**src/rtl/lsu_pkg.sv**
```systemverilog
// Shared encodings, state enum and request payload for the load/store unit.
package lsu_pkg;

    localparam int unsigned XLEN              = 32;
    localparam int unsigned DEFAULT_MEM_WORDS = 41;

    localparam logic [1:0] SZ_BYTE = 2'b00;
    localparam logic [1:0] SZ_HALF = 2'b01;
    localparam logic [1:0] SZ_WORD = 2'b10;

    localparam int unsigned FLT_MISALIGN = 0;
    localparam int unsigned FLT_RANGE    = 1;

    typedef enum logic [2:0] {
        ST_IDLE,
        ST_READ,
        ST_WAIT,
        ST_WRITE,
        ST_RESP
    } lsu_state_e;

    // Request fields captured at accept and used for the rest of the transaction.
    typedef struct packed {
        logic            we;
        logic [1:0]      size;
        logic            zero_ext;
        logic [1:0]      offset;
        logic [XLEN-1:0] wdata;
        logic [4:0]      rd;
    } lsu_req_t;

    // Size 11 is never a legal access, so it reports as misaligned.
    function automatic logic is_misaligned(input logic [1:0] size, input logic [1:0] offset);
        case (size)
            SZ_BYTE: return 1'b0;
            SZ_HALF: return offset[0];
            SZ_WORD: return offset != 2'b00;
            default: return 1'b1;
        endcase
    endfunction

endpackage

```
**src/rtl/lsu_lane_align.sv**
```systemverilog
// Little-endian lane extract/extend for loads and lane merge for sub-word stores.
module lsu_lane_align
    import lsu_pkg::*;
(
    input  logic [XLEN-1:0] word,
    input  logic [1:0]      offset,
    input  logic [1:0]      size,
    input  logic            zero_ext,
    input  logic [XLEN-1:0] store_data,
    output logic [XLEN-1:0] load_value,
    output logic [XLEN-1:0] store_word
);

    logic [4:0]  byte_shamt;
    logic [4:0]  half_shamt;
    logic [7:0]  byte_lane;
    logic [15:0] half_lane;

    always_comb begin
        byte_shamt = {offset, 3'b000};
        half_shamt = {offset[1], 4'b0000};
        byte_lane  = 8'(word >> byte_shamt);
        half_lane  = 16'(word >> half_shamt);
        load_value = word;
        store_word = store_data;
        case (size)
            SZ_BYTE: begin
                load_value = zero_ext ? XLEN'(byte_lane)
                                      : {{(XLEN-8){byte_lane[7]}}, byte_lane};
                store_word = (word & ~(32'h0000_00FF << byte_shamt))
                           | (XLEN'(store_data[7:0]) << byte_shamt);
            end
            SZ_HALF: begin
                load_value = zero_ext ? XLEN'(half_lane)
                                      : {{(XLEN-16){half_lane[15]}}, half_lane};
                store_word = (word & ~(32'h0000_FFFF << half_shamt))
                           | (XLEN'(store_data[15:0]) << half_shamt);
            end
            default: ;
        endcase
    end

endmodule

```
**src/rtl/load_store_unit.sv**
```systemverilog
// Memory-stage load/store unit: byte/half/word access to a word-addressed memory,
// with read-modify-write for sub-word stores and extended, tagged load results.
module load_store_unit
    import lsu_pkg::*;
#(
    parameter int unsigned MEM_WORDS = DEFAULT_MEM_WORDS
) (
    input  logic            clk,
    input  logic            reset,
    input  logic            req_valid,
    output logic            req_ready,
    input  logic            req_we,
    input  logic [1:0]      req_size,
    input  logic            req_unsigned,
    input  logic [XLEN-1:0] req_addr,
    input  logic [XLEN-1:0] req_wdata,
    input  logic [4:0]      req_rd,
    output logic            resp_valid,
    input  logic            resp_ready,
    output logic [XLEN-1:0] resp_data,
    output logic [4:0]      resp_rd,
    output logic [1:0]      resp_fault,
    output logic [XLEN-1:0] mem_address,
    output logic [XLEN-1:0] mem_write_data,
    output logic            mem_write_signal,
    input  logic [XLEN-1:0] mem_read_data
);

    lsu_state_e      state;
    lsu_req_t        req_q;
    logic [1:0]      fault_c;
    logic [XLEN-1:0] load_value;
    logic [XLEN-1:0] store_word;

    assign req_ready        = (state == ST_IDLE) && !reset;
    assign mem_write_signal = (state == ST_WRITE) && !reset;

    // Fault classification of the incoming request, used only on the accept edge.
    always_comb begin
        fault_c               = '0;
        fault_c[FLT_MISALIGN] = is_misaligned(req_size, req_addr[1:0]);
        fault_c[FLT_RANGE]    = XLEN'(req_addr[XLEN-1:2]) >= MEM_WORDS;
    end

    lsu_lane_align u_lane_align (
        .word       (mem_read_data),
        .offset     (req_q.offset),
        .size       (req_q.size),
        .zero_ext   (req_q.zero_ext),
        .store_data (req_q.wdata),
        .load_value (load_value),
        .store_word (store_word)
    );

    always_ff @(posedge clk) begin
        if (reset) begin
            state          <= ST_IDLE;
            req_q          <= '0;
            resp_valid     <= 1'b0;
            resp_data      <= '0;
            resp_rd        <= '0;
            resp_fault     <= '0;
            mem_address    <= '0;
            mem_write_data <= '0;
        end else begin
            case (state)
                ST_IDLE: begin
                    if (req_valid) begin
                        req_q.we       <= req_we;
                        req_q.size     <= req_size;
                        req_q.zero_ext <= req_unsigned;
                        req_q.offset   <= req_addr[1:0];
                        req_q.wdata    <= req_wdata;
                        req_q.rd       <= req_rd;
                        if (fault_c != 2'b00) begin
                            // Faulting requests never touch memory.
                            resp_valid <= 1'b1;
                            resp_fault <= fault_c;
                            resp_data  <= '0;
                            resp_rd    <= '0;
                            state      <= ST_RESP;
                        end else begin
                            mem_address <= XLEN'(req_addr[XLEN-1:2]);
                            if (req_we && (req_size == SZ_WORD)) begin
                                mem_write_data <= req_wdata;
                                state          <= ST_WRITE;
                            end else begin
                                state <= ST_READ;
                            end
                        end
                    end
                end
                ST_READ: begin
                    state <= ST_WAIT;
                end
                ST_WAIT: begin
                    if (req_q.we) begin
                        mem_write_data <= store_word;
                        state          <= ST_WRITE;
                    end else begin
                        resp_valid <= 1'b1;
                        resp_data  <= load_value;
                        resp_rd    <= req_q.rd;
                        resp_fault <= '0;
                        state      <= ST_RESP;
                    end
                end
                ST_WRITE: begin
                    resp_valid <= 1'b1;
                    resp_data  <= '0;
                    resp_rd    <= '0;
                    resp_fault <= '0;
                    state      <= ST_RESP;
                end
                ST_RESP: begin
                    if (resp_ready) begin
                        resp_valid <= 1'b0;
                        state      <= ST_IDLE;
                    end
                end
                default: begin
                    state <= ST_IDLE;
                end
            endcase
        end
    end

endmodule

```
**config.mk**
```make
export PLATFORM = sky130hd
export DESIGN_NAME = load_store_unit
export DESIGN_NICKNAME = d
export VERILOG_FILES = /design/src/rtl/lsu_pkg.sv /design/src/rtl/lsu_lane_align.sv /design/src/rtl/load_store_unit.sv
export SDC_FILE = /design/constraint.sdc
export NUM_CORES = 1
export LEC_CHECK = 0
export CAP_MARGIN = 0
export CORE_MARGIN = 5
export CORE_UTILIZATION = 49
export CTS_BUF_LIST = sky130_fd_sc_hd__clkbuf_4 sky130_fd_sc_hd__clkbuf_8
export CTS_CLUSTER_DIAMETER = 150
export DETAILED_ROUTE_END_ITERATION = 16
export GPL_TIMING_DRIVEN = 0
export PLACE_DENSITY = 0.83
export SYNTH_ARGS = -nofsm -noshare
export SYNTH_HDL_FRONTEND = slang
export SYNTH_SLANG_ARGS = --single-unit
export TNS_END_PERCENT = 50
```
**constraint.sdc**
```tcl
create_clock -name clk -period 2.68 [get_ports clk]
set_clock_uncertainty 0.1 [all_clocks]
set_input_delay 0.536 -clock clk [delete_from_list [all_inputs] [get_ports clk]]
set_output_delay 0.536 -clock clk [all_outputs]
set_load 0.05 [all_outputs]
```
# After elaboration in Yosys (flattened, before gate mapping)
# Cells that the tools add are included.
# word_totals
out_inout_bits,106
input_bits,109
register_bits,148
word_cells,92
# classes
muxes,33
n_lt_le_gt_ge,1
bitwise,7
shifts,6
reduce_logical,18
eq_ne,14
# ops
cell,count
two-way mux 32 bit,9
one-hot mux 32 bit (2 select lines),3
one-hot mux 32 bit (3 select lines),1
AND 32 bit,2
inverter 32 bit,2
bitwise OR 32 bit,2
<< shifter 16 x 5 -> 32 bit,1
<< shifter 16 x 5 -> 32 bit (first input constant),1
<< shifter 8 x 5 -> 32 bit,1
<< shifter 8 x 5 -> 32 bit (first input constant),1
>> shifter 32 x 5 -> 16 bit,1
>> shifter 32 x 5 -> 8 bit,1
>= comparator 30 x 6 -> 1 bit (second input constant),1
two-way mux 5 bit,3
one-hot mux 3 bit (5 select lines),1
one-hot mux 5 bit (3 select lines),1
two-way mux 3 bit,4
inequality test 2 bit (second input constant),5
AND reduction 5 bit,2
two-way mux 2 bit,4
== test 3 x 2 -> 1 bit (second input constant),2
one-hot mux 2 bit (3 select lines),1
nonzero test 2 bit,3
== test 2 x 1 -> 1 bit (second input constant),2
17 further kinds,25

# Depth between registers and ports, before layout
# logic_depth
word_depth,7
depth_mapped,8
mapped_depth_nobuf,5

# Hierarchy
# From an unflattened synthesis, not the netlist that was laid out.
# hier_totals
cells_unflattened,863
hier_area_um2,7344.5
# by_module_without_submodules
mod,area_each_um2,seq_area_each_um2,instances,cells_each
load_store_unit,5829.3,2962.8,1,642
lsu_lane_align,1515.2,0.0,1,221

# Worst setup path after synthesis
# OpenSTA, ideal clock, no wires.
# synth_path
kind,input to output
start,input port reset
end,output port req_ready
slack_ns,-0.368
t_arrival_ns,2.412
n_path_buf,2
required_ns,2.044
path_stages,3
cell_sequence,clkbuf_1 > clkbuf_1 > nor4_1
# synth_via
elab_chain_len,2
# synth_lines
item,line,rtl
from (decl),load_store_unit.sv:9,"input logic reset,"
zero test 1 bit,load_store_unit.sv:35,assign req_ready = (state == ST_IDLE) && !reset;
logical AND 1 bit,load_store_unit.sv:35,
to (decl),load_store_unit.sv:11,"output logic req_ready,"
# No other way between the ends.

# Final worst setup path
# Same ends and word-level chain as after synthesis.

==> flow_metrics.tcl <==
set metrics [dict create \
    layout_min_cycle_time_ns 2.68 \
    cts_tree "built" \
    critPathCaptureType "primary output" \
    fmaxAchievable_ghz 0.373 \
    synth_most_common_cell "nand2_1" \
    synth_area_leaders "dfxtp_1, mux2i_1, nand2_1" \
    io_pins 215 \
    die_h_um 130 \
    area_delta_synth_final_pct 39.6 \
    cts.root.buffer_cell "clkbuf_8" \
    synth.avg_cell_area_um2 8.43 \
    final_max_slew_viol_count 0 \
    leakage_uw 0.00383 \
    cp.arrival_ns 2.04 \
    top_layer "met4" \
    detail_route.wl_per_cell_um 20.0 \
    required_ns 2.04 \
    hp-class "reg2reg" \
    clockBufferDepth 2 \
    floorplan.initialDensity 0.505 \
    grt_pass1_wl_um 38200 \
    insertion_delay_ns 0.47 \
    synth_area_leader_cell "dfxtp_1" \
    antenna_found_initial 0 \
    diodes 0 \
    drt_wl_total_um 25300 \
    dr_wl_met2_um 11400 \
    worst-path-stages 5 \
    via_count 7393 \
    synth_common_cells "nand2_1, dfxtp_1, a21oi_1" \
    hold_depth 2 \
    dpl.hpwl_um 19500 \
    yosysWarnings 0 \
    firstDrtPassIters 6 \
    dr_wl_met3_um 2440 \
    cap_violations 0 \
    num-nets-final 1182 \
    worstPathMaxFanout 10 \
    synth.distinct_cells 54 \
    core_mm2 0.0140 \
    clock-sinks 148 \
    grt_pass1_vias 7011 \
    track_usage 0.296 \
    rsz0062_at_grt "true" \
    rrSetupSlack_ns 0.13 \
    nFillCells 1146 \
    ys_ff_latch 148 \
    numPortBuffers 212 \
    startpoint_type "input port" \
    ys_seq_area_frac 0.420 \
    instances_no_fill 1264 \
    htree_levels 4 \
    grt_start_max_net_pins 17 \
    cts_buffers 17 \
    synth_edf_count 0 \
    peakVddDrop_mv 0.324 \
    synthArstFlopShare 0 \
    drt_iter0_drc 872 \
    std_cell_rows 43 \
    ys.flop_type "dfxtp_1" \
    die_area_mm2 0.0169 \
    cp_num_buf_inv 4 \
    fin_crit_sh 1.00 \
    die_w_um 130 \
    netlist_area_mm2 0.00706 \
    place_congestion 0.999 \
    relSlewSlack 0.529 \
    globalRouteOverflowTotal 0 \
    tightest_slew_ns 0.706 \
    status "finished clean" \
    dp.cells 1230 \
    synth_top_area_share 0.420 \
    drc_errors 0 \
    crit_family "buffers and inverters" \
    cpMaxStageDelayCell "clkdlybuf4s50_1" \
    clkTransAtPathRegs_ns 0.08 \
    ant_nets 0 \
    m1WireLength_um 10400 \
    ff2ff_path_depth 7 \
    slowest_delay_ns 0.53 \
    pwr_density_cell_mw_per_mm2 481 \
    via_per_inst 5.85 \
    hold_viol_final 0 \
    synth_cells 837 \
    layout-drive-gt1-share 0.0867 \
    setup_viol 0 \
    fin_util 0.704 \
    path_cells "clkdlybuf4s50_1, buf_2, clkbuf_2, nor4_2, buf_4" \
    critical_path_class "in2out" \
]
-- tightest hold or removal path: stages, from the launching register on --
cell,delay [ns]
dfxtp_1,0.32
nand2_1,0.05
a21oi_1,0.05
-- layout by cell type, fill, tap and decap left out, drive strengths merged, types with 3 or more instances in the layout --
cell type | netlist | final
inv | 5 | 7
o31a | 4 | 4
clkdlybuf4s50 | 0 | 210
nor4b | 7 | 7
nand2b | 3 | 3
a32oi | 3 | 3
nor3 | 10 | 10
a311o | 6 | 6
o221ai | 7 | 7
buf | 21 | 29
o22ai | 4 | 4
and3 | 24 | 24
o41ai | 6 | 6
and2 | 8 | 8
o21ai | 56 | 56
mux2i | 68 | 68
or3 | 14 | 14
mux2 | 13 | 13
nand2 | 159 | 159
a211oi | 3 | 3
a311oi | 8 | 8
o311a | 8 | 8
nor4 | 9 | 9
nor2 | 43 | 43
or4b | 10 | 10
clkbuf | 57 | 73
o211ai | 13 | 13
clkinv | 0 | 7
a21oi | 71 | 71
a221oi | 3 | 3
nor2b | 16 | 16
nand3 | 11 | 11
dfxtp | 148 | 148
-- flip-flops by register name, summed over array words and instances, names as in the netlist --
register,cells
mem_address,30
mem_write_data,32
req_q,43
resp_data,32
resp_fault,2
resp_rd,5
resp_valid,1
state,3
-- timing repair --
item	in CTS	in global routing
endpoints found under the setup margin	45	64
pin swaps	1	2
endpoints found under the hold margin	0	0
hold buffers	0	0
gates resized for setup	19	6
buffers inserted	2	3
-- metrics by stage --
stage / total power, µW / setup WS [ns] / instance area [µm²] / TNS [ns] / hold slack, ns
6_report: 4740 / 0.000715 / 9850 / 0 / 0.360
5_1_grt: 4880 / -0.0598 / 9850 / -0.0960 / 0.380
4_1_cts: 4730 / 0.00539 / 9820 / 0 / 0.360
3_5_place_dp: 3060 / -1.08 / 9420 / -45.13 / 0.348
3_3_place_gp: 3050 / -1.08 / 9420 / -44.69 / 0.344
2_1_floorplan: 2710 / 0.217 / 7070 / 0 / 0.335
-- final timing paths --
| path | endpoint | startpoint |
|---|---|---|
| setup / recovery | req_ready | reset |
| hold / removal | req_q[0] | req_q[0] |
| setup reg to reg | resp_data[14] | state[2] |
| hold reg to reg | req_q[0] | req_q[0] |
-- power breakdown --
group / total [µW] / switching [µW] / internal, µW
clock network: 1710 / 865 / 842
registers: 2290 / 44.2 / 2250
logic: 744 / 429 / 315
-- final cells by class --
cell class	instances	area [µm²]	area share
multi-input cells	607	3790	0.385
flip-flops and latches	148	2960	0.301
repair buffers	217	2150	0.218
plain buffers	77	323	0.0328
clock buffers	18	248	0.0251
well taps	180	225	0.0229
clock inverters	12	131	0.0133
inverters	5	18.8	0.00190
-- per-layer routing --
layer,GRT usage,vias up
met5,0,-
met4,0.116,0
met3,0.0622,83
met2,0.478,414
met1,0.390,3433
li1,-,3463
-- cell families after synthesis --
kind of cell,count (synthesis),share of synthesized area
buf+inv,83,0.0477
simple gates,325,0.229
flops,148,0.420
mux,82,0.120
compound gates,198,0.182
other cells,1,0.000531
No activity file was read; power rests on OpenSTA's default activity.
